**src/rtl/exec_trace_monitor.sv**
```systemverilog
// rtl/exec_trace_monitor.sv - N-lane EX-stage execution monitor with trace FIFO and halt detection
// Optional feature macro: TRACE_SKIP_BUBBLE_EN (skip records for all-bubble cycles)
module exec_trace_monitor #(
    parameter int NUM_LANES = 2,
    parameter int CYC_W     = 32,
    parameter int CNT_W     = 32,
    parameter int DEPTH     = 16,
    localparam int REC_W    = CYC_W + 1 + 65 * NUM_LANES,
    localparam int LID_W    = (NUM_LANES > 1) ? $clog2(NUM_LANES) : 1
) (
    input  logic                   clk,
    input  logic                   rst,
    input  logic                   start,
    input  logic [CYC_W-1:0]       max_cycles,
    input  logic [NUM_LANES-1:0]   lane_valid,
    input  logic [32*NUM_LANES-1:0] lane_instr,
    input  logic [32*NUM_LANES-1:0] lane_result,
    input  logic                   stall_in,
    output logic                   trace_valid,
    input  logic                   trace_ready,
    output logic [REC_W-1:0]       trace_data,
    output logic [CYC_W-1:0]       cycle_count,
    output logic [CNT_W-1:0]       retired_count,
    output logic [CNT_W-1:0]       stall_count,
    output logic [CNT_W-1:0]       drop_count,
    output logic                   overflow,
    output logic                   halted,
    output logic [1:0]             halt_cause,
    output logic [LID_W-1:0]       halt_lane,
    output logic                   done
);
    localparam int AW = $clog2(DEPTH);

    typedef enum logic [1:0] {S_IDLE, S_RUN, S_DRAIN, S_DONE} state_t;
    state_t state, state_nxt;

    logic [REC_W-1:0]         mem [DEPTH];
    logic [AW:0]              wr_ptr, rd_ptr;
    logic [REC_W-1:0]         last_pop;
    logic                     fifo_empty, fifo_full;
    logic                     running, has_capture, capture, push, pop, drop;
    logic                     sys_hit, wd_hit, halt_now;
    logic [LID_W-1:0]         sys_lane;
    logic [CNT_W-1:0]         retire_inc;
    logic [CNT_W:0]           retire_sum;
    logic [65*NUM_LANES-1:0]  lane_fields;
    logic [REC_W-1:0]         record;

    assign fifo_empty  = (wr_ptr == rd_ptr);
    assign fifo_full   = (wr_ptr[AW] != rd_ptr[AW]) && (wr_ptr[AW-1:0] == rd_ptr[AW-1:0]);
    assign trace_valid = !fifo_empty;
    assign trace_data  = fifo_empty ? last_pop : mem[rd_ptr[AW-1:0]];
    assign pop         = trace_valid && trace_ready;
    assign running     = (state == S_RUN);

`ifdef TRACE_SKIP_BUBBLE_EN
    assign has_capture = |lane_valid;
`else
    assign has_capture = 1'b1;
`endif

    // A full FIFO still accepts the push when the head leaves on the same edge
    assign capture = running && has_capture;
    assign push    = capture && (!fifo_full || pop);
    assign drop    = capture && fifo_full && !pop;

    always_comb begin
        sys_hit     = 1'b0;
        sys_lane    = '0;
        retire_inc  = '0;
        lane_fields = '0;
        // Descending scan so the lowest matching lane is the one left standing
        for (int i = NUM_LANES - 1; i >= 0; i--) begin
            if (lane_valid[i] && (lane_instr[32*i +: 32] == 32'h0000_0073 ||
                                  lane_instr[32*i +: 32] == 32'h0010_0073)) begin
                sys_hit  = 1'b1;
                sys_lane = LID_W'(i);
            end
        end
        for (int i = 0; i < NUM_LANES; i++) begin
            retire_inc = retire_inc + CNT_W'(lane_valid[i]);
            lane_fields[65*i +: 65] = {lane_valid[i], lane_result[32*i +: 32], lane_instr[32*i +: 32]};
        end
    end

    assign record     = {cycle_count, stall_in, lane_fields};
    assign retire_sum = {1'b0, retired_count} + {1'b0, retire_inc};
    assign wd_hit     = running && (max_cycles != '0) && (cycle_count == max_cycles - CYC_W'(1));
    assign halt_now   = running && (sys_hit || wd_hit);
    assign done       = (state == S_DONE);

    always_comb begin
        state_nxt = state;
        case (state)
            S_IDLE:  if (start) state_nxt = S_RUN;
            S_RUN:   if (halt_now) state_nxt = S_DRAIN;
            S_DRAIN: if (fifo_empty) state_nxt = S_DONE;
            S_DONE:  state_nxt = S_DONE;
            default: state_nxt = S_IDLE;
        endcase
    end

    always_ff @(posedge clk or posedge rst) begin
        if (rst) begin
            state         <= S_IDLE;
            wr_ptr        <= '0;
            rd_ptr        <= '0;
            last_pop      <= '0;
            cycle_count   <= '0;
            retired_count <= '0;
            stall_count   <= '0;
            drop_count    <= '0;
            overflow      <= 1'b0;
            halted        <= 1'b0;
            halt_cause    <= 2'd0;
            halt_lane     <= '0;
        end else begin
            state <= state_nxt;
            if (push) wr_ptr <= wr_ptr + 1'b1;
            if (pop) begin
                rd_ptr   <= rd_ptr + 1'b1;
                last_pop <= mem[rd_ptr[AW-1:0]];
            end
            if (drop) begin
                overflow <= 1'b1;
                if (drop_count != '1) drop_count <= drop_count + 1'b1;
            end
            if (running) begin
                if (cycle_count != '1) cycle_count <= cycle_count + 1'b1;
                if (stall_in && stall_count != '1) stall_count <= stall_count + 1'b1;
                retired_count <= retire_sum[CNT_W] ? '1 : retire_sum[CNT_W-1:0];
            end
            if (halt_now) begin
                halted     <= 1'b1;
                halt_cause <= sys_hit ? 2'd1 : 2'd2;
                halt_lane  <= sys_hit ? sys_lane : '0;
            end
        end
    end

    always_ff @(posedge clk) begin
        if (push) mem[wr_ptr[AW-1:0]] <= record;
    end
endmodule
```
**config.mk**
```make
export PLATFORM = sky130hd
export DESIGN_NAME = exec_trace_monitor
export DESIGN_NICKNAME = d
export VERILOG_FILES = /design/src/rtl/exec_trace_monitor.sv
export SDC_FILE = /design/constraint.sdc
export NUM_CORES = 2
export LEC_CHECK = 0
export ABC_AREA = 1
export CORE_ASPECT_RATIO = 1.2
export CORE_MARGIN = 4
export CORE_UTILIZATION = 37
export CTS_CLUSTER_DIAMETER = 30
export DETAILED_ROUTE_END_ITERATION = 6
export PLACE_DENSITY = 0.63
export SLEW_MARGIN = 20
export SYNTH_ARGS = -nofsm -noshare
export SYNTH_HDL_FRONTEND = slang
export SYNTH_SLANG_ARGS = --single-unit
export TNS_END_PERCENT = 30
```
**constraint.sdc**
```tcl
create_clock -name clk -period 28.1 [get_ports clk]
set_input_delay 5.62 -clock clk [delete_from_list [all_inputs] [get_ports clk]]
set_output_delay 5.62 -clock clk [all_outputs]
set_load 0.05 [all_outputs]
```
==> out/qor.csv <==
stage,metric,value,unit
cells_and_area,footprint of the multi-input gates,28000,um^2
timing,final hold violations,0,
cells_and_area,Filler Cell Count,27700,
cts,clock latency on the worst-skew pair,1000,ps
worst_setup_path,Setup crit end kind,primary output,
worst_setup_path,WS Path Type,reg -> out,
global_routing,first-pass GRT wire length,498000,um
die,# rows,226,
timing,Highest Clock Rate,0.0685,GHz
detailed_routing,routed vias,77700,
cells_and_area,"most common cell after layout, fill and taps aside",edfxtp_1,
worst_setup_path,Startpoint Class,flip-flop,
detailed_routing,Pre-antenna DRT Iters,6,
yosys,"FF+latch count, synth",2916,
timing,Layout Skew,67.2,ps
worst_setup_path,CP required,22480,ps
cts,CTS Buf Count,518,
timing,Hold WS,486,ps
cells_and_area,layout cells sized above 1,0.107,
yosys,"Avg Cell Area, Syn",13.0,um^2
cts,CTS tree,yes,
cts,CTS Buffer Depth,4,
die,Initial Utilization,0.372,
timing,Final Max Slew Viols,0,
power_and_ir_drop,maximum VDD drop,162,uV
cts,H-tree depth,6,
power_and_ir_drop,leakage,51.3,nW
cts,"Reg clk slew, reported paths",40,ps
timing,Fin Setup TNS,0,ps
timing,RSZ-0062 raised after global routing,no,
worst_setup_path,Crit Path Max Fanout,267,
detailed_routing,final wirelength,339000,um
cts,CTS Hold Bufs,0,
cts,Post-CTS Resized,0,
detailed_routing,vias per cell,5.45,
place,DP HPWL,178000,um
yosys,post-synthesis sequential area ratio,0.731,
timing,post-layout min period,14590,ps
die,die area,327000,um^2
place,placer congestion estimate,0.817,
detailed_routing,initial drt markers,7788,
min_path,Hold Crit Class,reg -> reg,
detailed_routing,Post-route DRC,0,
die,die width,523,um
yosys,syn nets,9215,
timing,Rel. slew slack,0.144,
global_routing,total global-route track usage,0.201,
cells_and_area,Reg area,86000,um^2
outcome,status,completed,
global_routing,initial antenna violation count,57,
timing,final setup vio count,0,
timing,Slew @ Worst Pin,1280,ps
cells_and_area,most frequent cells in the layout,"edfxtp_1, nor2_1, o21ai_0",
timing,"Period Utilization, post-route",0.519,
yosys,Synth cell types,56,
run,max-cap violation count,0,
yosys,"Cell Area, Synth",118000,um^2
die,core area,316000,um^2
detailed_routing,post-route antenna net violation count,0,
cts,clk sinks,2916,
yosys,Post-synth EDFFs,2608,
worst_setup_path,crit path DAT,8970,ps
yosys,synthesized instance count,9037,
cells_and_area,synthesis-to-finish area growth,22.9,%
global_routing,largest net degree at the start of global routing,268,
place,# port buffers,464,
global_routing,Overflow after GRT,0,
cts,postcts setup bufs,0,
cts,Root Buffer,clkbuf_16,
die,Ports,465,
power_and_ir_drop,pwr/cell area,113,nW/um^2
global_routing,vias in the first global route,77400,
yosys,"Top FF cell, synth",edfxtp_1,
die,overall die height,626,um
detailed_routing,routed len/inst,23.8,um
yosys,async set or reset register ratio after synthesis,0.106,
yosys,Yosys warning total,0,
cells_and_area,nets@finish,9766,
[cells in the mapped netlist, types with 3 or more instances]
| cell | instances | area share |
|---|---|---|
| xor2_1 | 93 | 0.0069 |
| o32ai_1 | 383 | 0.029 |
| o21ai_1 | 28 | 0.0012 |
| nor3_1 | 39 | 0.0017 |
| nor2_2 | 16 | 0.00085 |
| buf_4 | 33 | 0.0021 |
| inv_1 | 317 | 0.010 |
| mux2i_1 | 269 | 0.023 |
| o21ai_0 | 983 | 0.042 |
| nand3b_1 | 6 | 0.00038 |
| nand2_4 | 3 | 0.00029 |
| o211ai_1 | 60 | 0.0038 |
| a21oi_1 | 4 | 0.00017 |
| nand3_2 | 3 | 0.00026 |
| edfxtp_1 | 2608 | 0.67 |
| xnor2_1 | 46 | 0.0034 |
| dfrtp_1 | 308 | 0.066 |
| or2_2 | 3 | 0.00016 |
| nand2_2 | 10 | 0.00053 |
| buf_6 | 7 | 0.00067 |
| nor3_2 | 8 | 0.00068 |
| nor2_1 | 1602 | 0.051 |
| nand2_1 | 929 | 0.030 |
| buf_2 | 115 | 0.0049 |
| ha_1 | 10 | 0.0011 |
| clkbuf_4 | 3 | 0.00019 |
| clkbuf_1 | 383 | 0.012 |
| inv_2 | 10 | 0.00032 |
| nand3_1 | 354 | 0.015 |
| nand4_1 | 51 | 0.0027 |
| buf_1 | 31 | 0.00099 |
| nor4_1 | 24 | 0.0013 |
| o221ai_1 | 269 | 0.020 |
[worst max-delay path, cell delays in order (launching register included)]
cell and delay (ps):
dfrtp_4 740, inv_16 790, buf_4 730, buf_4 810
buf_4 880, buf_4 880, buf_4 840, nor2_1 100
o32ai_1 290, o211ai_1 120, nand3_1 140, nand2_1 60
o21ai_0 190, clkdlybuf4s50_1 890
[layer usage]
layer,routed length (um),up-vias,GRT usage
met5,243,-,0
met3,25300,751,0.0372
met1,136000,39100,0.258
li1,-,34500,-
met2,166000,3286,0.337
met4,12000,40,0.0779
[final cells by class]
class | instances | area share
Tap cell | 4218 | 0.0365
Inverter | 329 | 0.00892
Timing Repair Buffer | 604 | 0.0416
Multi-Input combinational cell | 5219 | 0.194
Clock buffer | 597 | 0.0939
Clock inverter | 342 | 0.0295
Antenna cell | 18 | 0.000312
Sequential cell | 2916 | 0.595
[worst paths after layout]
check,start,to,slack (ps),depth (start not counted)
setup / recovery,rd_ptr[0]$_DFFE_PP0P_,trace_data[115],13510,13
hold reg to reg,halt_lane$_DFFE_PP0P_,halt_lane$_DFFE_PP0P_,490,2
hold / removal,halt_lane$_DFFE_PP0P_,halt_lane$_DFFE_PP0P_,490,2
setup reg to reg,rd_ptr[0]$_DFFE_PP0P_,last_pop[112]$_DFFE_PP0P_,20860,12
max in group asynchronous,rst,cycle_count[24]$_DFFE_PP0P_,19500,6
min in group asynchronous,rst,drop_count[13]$_DFFE_PP0P_,5150,2
[flip-flops by register name, indices dropped and copies added, names as in the netlist, 5 cells and up]
register / cells
mem: 2608
last_pop: 163
cycle_count: 32
drop_count: 32
retired_count: 32
stall_count: 32
rd_ptr: 5
wr_ptr: 5
[cell families (layout without fill, tap and decap cells)]
logic type / count (synthesis) / count (layout) / synth area share
AOI/OAI and AO/OA: 1733 / 1733 / 0.0960
xor gates and xnor gates: 140 / 140 / 0.0105
adders and majority gates: 11 / 11 / 0.00123
buffers and inverters: 902 / 1872 / 0.0316
DFF: 2916 / 2916 / 0.731
muxes: 269 / 269 / 0.0229
other: 0 / 18 / 0
and+or+nand+nor: 3066 / 3066 / 0.107
[metrics by stage]
stage          worst slack (ps)  instance area, um^2  instances  power, mW   util
2_1_floorplan             13960               118000       9037       8.37      -
3_3_place_gp              14760               126000      13300       9.97  0.400
3_5_place_dp              14650               127000      13300       10.1  0.401
4_1_cts                   13550               144000      14200       16.4  0.457
5_1_grt                   13000               145000      14200       17.0  0.457
6_report                  13510               145000      14200       16.3  0.457
[power breakdown]
group          switching, mW  internal, mW  total [mW]
registers             0.0565          4.83        4.89
logic                   3.63          1.47        5.09
clock network           2.22          4.09        6.31
(Power assumes the default switching activity.)
